`src/rtl/edge_detect_filt.sv`:
```
// Multi-channel edge detector: synchronise, debounce, strobe on selected edges
// and measure the interval between consecutive qualifying edges per channel.
module edge_detect_filt #(
  parameter int CH          = 4,
  parameter int SYNC_STAGES = 2,
  parameter int FILT_LEN    = 3,
  parameter int CNT_W       = 16
) (
  input  logic                clk_50K,
  input  logic                rst_n,
  input  logic [CH-1:0]       signal,
  input  logic [1:0]          mode,
  output logic [CH-1:0]       pulse,
  output logic [CH-1:0]       level,
  output logic [CH*CNT_W-1:0] period,
  output logic [CH-1:0]       period_valid,
  output logic [CH-1:0]       overflow
);

  localparam int FW = $clog2(FILT_LEN + 1);

  typedef enum logic [1:0] {
    EDGE_RISE = 2'b00,
    EDGE_FALL = 2'b01,
    EDGE_BOTH = 2'b10,
    EDGE_OFF  = 2'b11
  } edge_mode_e;

  logic [SYNC_STAGES-1:0] sync_q   [CH];
  logic [FW-1:0]          filt_cnt [CH];
  logic [CNT_W-1:0]       ivl_cnt  [CH];
  logic [CH-1:0]          armed;
  edge_mode_e             mode_e;
  edge_mode_e             mode_q;
  logic                   mode_chg;
  logic [CH-1:0]          sync_out;
  logic [CH-1:0]          toggle;
  logic [CH-1:0]          qual;

  assign mode_e   = edge_mode_e'(mode);
  assign mode_chg = (mode_e != mode_q);

  // NOTE: every always_comb output gets a default first so no path leaves it
  // unassigned; otherwise synthesis infers a latch.
  always_comb begin
    sync_out = '0;
    toggle   = '0;
    qual     = '0;
    for (int i = 0; i < CH; i++) begin
      sync_out[i] = sync_q[i][SYNC_STAGES-1];
      // Level flips on the cycle the mismatch has persisted FILT_LEN cycles.
      toggle[i]   = (sync_out[i] != level[i]) && (filt_cnt[i] == FW'(FILT_LEN - 1));
      case (mode_e)
        EDGE_RISE: qual[i] = toggle[i] && !level[i];
        EDGE_FALL: qual[i] = toggle[i] &&  level[i];
        EDGE_BOTH: qual[i] = toggle[i];
        default:   qual[i] = 1'b0;
      endcase
    end
  end

  // NOTE: sequential state uses non-blocking assignments only, so every flop
  // samples pre-edge values regardless of statement order.
  always_ff @(posedge clk_50K or negedge rst_n) begin
    if (!rst_n) begin
      // NOTE: these arrays are per-channel flops, not RAM, so resetting them
      // is cheap and required for a defined post-reset state.
      for (int i = 0; i < CH; i++) begin
        sync_q[i]   <= '0;
        filt_cnt[i] <= '0;
        ivl_cnt[i]  <= '0;
      end
      armed        <= '0;
      level        <= '0;
      pulse        <= '0;
      period       <= '0;
      period_valid <= '0;
      overflow     <= '0;
      mode_q       <= EDGE_RISE;
    end else begin
      mode_q <= mode_e;
      for (int i = 0; i < CH; i++) begin
        sync_q[i] <= {sync_q[i][SYNC_STAGES-2:0], signal[i]};

        if (toggle[i]) begin
          level[i]    <= ~level[i];
          filt_cnt[i] <= '0;
        end else if (sync_out[i] != level[i]) begin
          filt_cnt[i] <= filt_cnt[i] + FW'(1);
        end else begin
          filt_cnt[i] <= '0;
        end

        pulse[i]        <= qual[i];
        period_valid[i] <= 1'b0;

        if (mode_e == EDGE_OFF) begin
          ivl_cnt[i] <= '0;
          armed[i]   <= 1'b0;
        end else if (qual[i]) begin
          // Reload to 1 so the count seen at the next edge equals t1 - t0.
          ivl_cnt[i] <= CNT_W'(1);
          if (armed[i] && !mode_chg) begin
            period[i*CNT_W +: CNT_W] <= ivl_cnt[i];
            overflow[i]              <= &ivl_cnt[i];
            period_valid[i]          <= 1'b1;
          end
          armed[i] <= !mode_chg;
        end else begin
          if (!(&ivl_cnt[i])) ivl_cnt[i] <= ivl_cnt[i] + CNT_W'(1);
          if (mode_chg) armed[i] <= 1'b0;
        end
      end
    end
  end

endmodule
```
`config.mk`:
```
export PLATFORM = sky130hd
export DESIGN_NAME = edge_detect_filt
export DESIGN_NICKNAME = d
export VERILOG_FILES = /design/src/rtl/edge_detect_filt.sv
export SDC_FILE = /design/constraint.sdc
export NUM_CORES = 1
export LEC_CHECK = 0
export ABC_AREA = 0
export CAP_MARGIN = 20
export CORE_AREA = 2 2 142 144
export CTS_CLUSTER_SIZE = 14
export DETAILED_ROUTE_END_ITERATION = 8
export DIE_AREA = 0 0 144 146
export SYNTH_ARGS = -nofsm -noshare
export SYNTH_HDL_FRONTEND = slang
export SYNTH_SLANG_ARGS = --single-unit
```
`constraint.sdc`:
```
create_clock -name clk_50K -period 4.1 [get_ports clk_50K]
set_clock_uncertainty 0.2 [all_clocks]
set_input_delay 0.41 -clock clk_50K [delete_from_list [all_inputs] [get_ports clk_50K]]
set_output_delay 0.41 -clock clk_50K [all_outputs]
set_load 0.1 [all_outputs]
```
==> summary.txt <==
synth top area cells: dfrtp_1, mux2_2, mux2i_1
CP peak stage delay: 0.83 ns
Remaining DRCs: 0
WP buf/inv: 1
minimum clock period: 2.895 ns
Synth Instances: 672
postcts setup bufs: 0
first-pass GRT wire length: 28170 um
initial antenna violation count: 0
Net count, final: 777
Die ar.: 21020 um^2
post-CTS sizing: 0
CTS root buf: clkbuf_16
cell taking the most area after synthesis: dfrtp_1
Fmax: 345.4 MHz
row cnt: 51
Mean Syn Cell Area: 11.40 um^2
CTS Buf Count: 17
routed length per instance: 16.02 um
io pins: 88
max-cap viol count: 0
GR Overflow Total: 0
delay-heaviest family, CP: simple AND/OR/NAND/NOR gates
slowest CP cell: and4b_1
die width: 144 um
post-synthesis cell type count: 58
dpl cells: 1006
fin. max-slew vios: 0
vias: 5675
Via density: 5.473
Min Hold Slack: 0.1497 ns
Yosys top cell area share: 0.5422
status: complete, no violations
final setup vio count: 0
Non-Filler Instances: 1037
Post-synth ARST share: 1.000
setup TNS: 0 ns
Crit path arrival time: 3.01 ns
share of layout cells above drive strength 1: 0.1580
register area share after synthesis: 0.5422
Period Utilization, post-route: 0.7062
worst slew pin tran: 1.049 ns
Initial DRT Pass Iterations: 5
Mapped Nets: 688
Worst Hold Class: flip-flop to flip-flop
crit start category: input pin
Sequential Area: 4154 um^2
CTS clk-pin slew, worst paths: 0.06 ns
VDD IR max: 0.0003329 V
GRT Util Overall: 0.1666
ANT nets after route: 0
ys flop type: dfrtp_1
CTS tree: built
Critical Path RT: 4.21 ns
most common cell after layout, fill and taps aside: dfrtp_1
most frequent cells in the layout: dfrtp_1, clkdlybuf4s50_1, mux2_2
area growth from synthesis to layout: 22.26%
number of global-route vias before repair: 5586
final hold vios: 0
IO buf count: 87
CP Capture Type: flip-flop
critical-path maximum fanout: 19
GPL Wtd Cong: 0.8435
Multi-input gate area: 3261 um^2
# fillers: 1750
Initial Util: 0.3962
Crit Path Category: input pin to flip-flop
Cell Area, Synth: 7661 um^2
# diodes: 0
Core Box Area: 19330 um^2
WL final: 16620 um
max_slew headroom: 0.2986
Cell Chain, Critical Path: clkdlybuf4s50_1 > xor2_1 > nor2_2 > and4b_1 > mux2_2
number of synthesized flops with an enable pin: 0
Clock Latency Late Sink: 0.43 ns
LEAKAGE: 0.004026 uW
Yosys warnings: 0
iteration-0 DRC count of the detailed router: 332
largest net degree at the start of global routing: 95
H-tree depth: 4
power per cell area: 444.1 nW/um^2
#FFs+latches synth: 166
hold-fix buffers at CTS: 1
Die Height: 146 um
RSZ-0062 raised after global routing: no
HPWL Detailed: 11120 um
CTS max path bufs: 2
clk sinks: 166
routing by layer:
| metal | vias to the layer above | part of all wire | routed length [um] | track usage |
|---|---|---|---|---|
| met5 | - | 0 | 0 | 0 |
| met4 | 0 | 0.020 | 327 | 0.06520 |
| met3 | 23 | 0.043 | 712 | 0.03949 |
| met2 | 140 | 0.48 | 7935 | 0.2569 |
| met1 | 2816 | 0.46 | 7640 | 0.2270 |
| li1 | 2696 | - | - | - |
cells in the mapped netlist, types with 3 or more instances:
master / instances
a211oi_1: 14
a21bo_2: 3
a21boi_0: 3
a21oi_1: 42
a31oi_1: 11
and2_1: 3
and3_1: 8
and3b_1: 4
and4_1: 10
and4b_1: 3
buf_2: 11
clkbuf_1: 16
dfrtp_1: 166
ha_1: 8
inv_1: 32
mux2_2: 68
mux2i_1: 26
nand2_1: 33
nand2b_1: 6
nand3_1: 42
nand3b_1: 16
nand4_1: 13
nor2_1: 17
nor2b_1: 4
nor3_1: 9
nor3b_1: 3
nor4_1: 8
o211ai_1: 15
o21ai_0: 12
o21ai_1: 3
o31ai_1: 11
or3_1: 10
or4_1: 5
xor2_1: 4
report_power, final:
group	switching (uW)	leakage, uW	total [uW]	internal [uW]
Clock	629	0.000255	1470	839
Combinational	496	0.00153	756	260
Sequential	162	0.00224	1940	1770
Total	1290	0.00403	4160	2870
flip-flops by register name, summed over array words and instances, names as in the netlist:
name and flops:
armed 4, filt_cnt 8, ivl_cnt 64, level 4, mode_q 2, overflow 4, period 64, period_valid 4
pulse 4, sync_out 4, sync_q 4
worst paths after layout:
check	from	to	slack [ns]	depth (start not counted)
max	mode[0]	period[21]$_DFFE_PN0P_	1.20	5
min	sync_q[4]$_DFF_PN0_	sync_out[1]$_DFF_PN0_	0.15	0
max reg2reg	ivl_cnt[48]$_DFFE_PN0P_	ivl_cnt[60]$_DFFE_PN0P_	1.59	6
min reg2reg	sync_q[4]$_DFF_PN0_	sync_out[1]$_DFF_PN0_	0.15	0
max in group asynchronous	rst_n	ivl_cnt[61]$_DFFE_PN0P_	2.33	3
min in group asynchronous	rst_n	period[9]$_DFFE_PN0P_	0.45	2
kinds of logic after synthesis:
family	synth area share
compound gates	0.1147
xor+xnor	0.004572
fa+ha+maj	0.01307
buf+inv	0.03217
flops	0.5422
mux	0.1339
simple gates	0.1594
stage by stage:
| stage | utilization | setup WS [ns] | instance area (um^2) | total power, uW |
|---|---|---|---|---|
| 2_1_floorplan | - | 1.491 | 7661 | 2478 |
| 6_report | 0.4844 | 1.205 | 9366 | 4160 |
| 5_1_grt | 0.4844 | 0.9963 | 9366 | 4390 |
| 4_1_cts | 0.4844 | 1.191 | 9366 | 4210 |
| 3_3_place_gp | 0.4564 | 0.8180 | 8825 | 2691 |
| 3_5_place_dp | 0.4564 | 0.7202 | 8825 | 2717 |
cell type report:
| cell class | count | area share |
|---|---|---|
| Clock buffer | 21 | 0.04809 |
| Clock inverter | 9 | 0.008683 |
| Inverter | 33 | 0.01322 |
| Multi-Input combinational cell | 444 | 0.3481 |
| Sequential cell | 166 | 0.4435 |
| Tap cell | 265 | 0.03540 |
| Timing Repair Buffer | 99 | 0.1030 |
(Power assumes the default switching activity.)
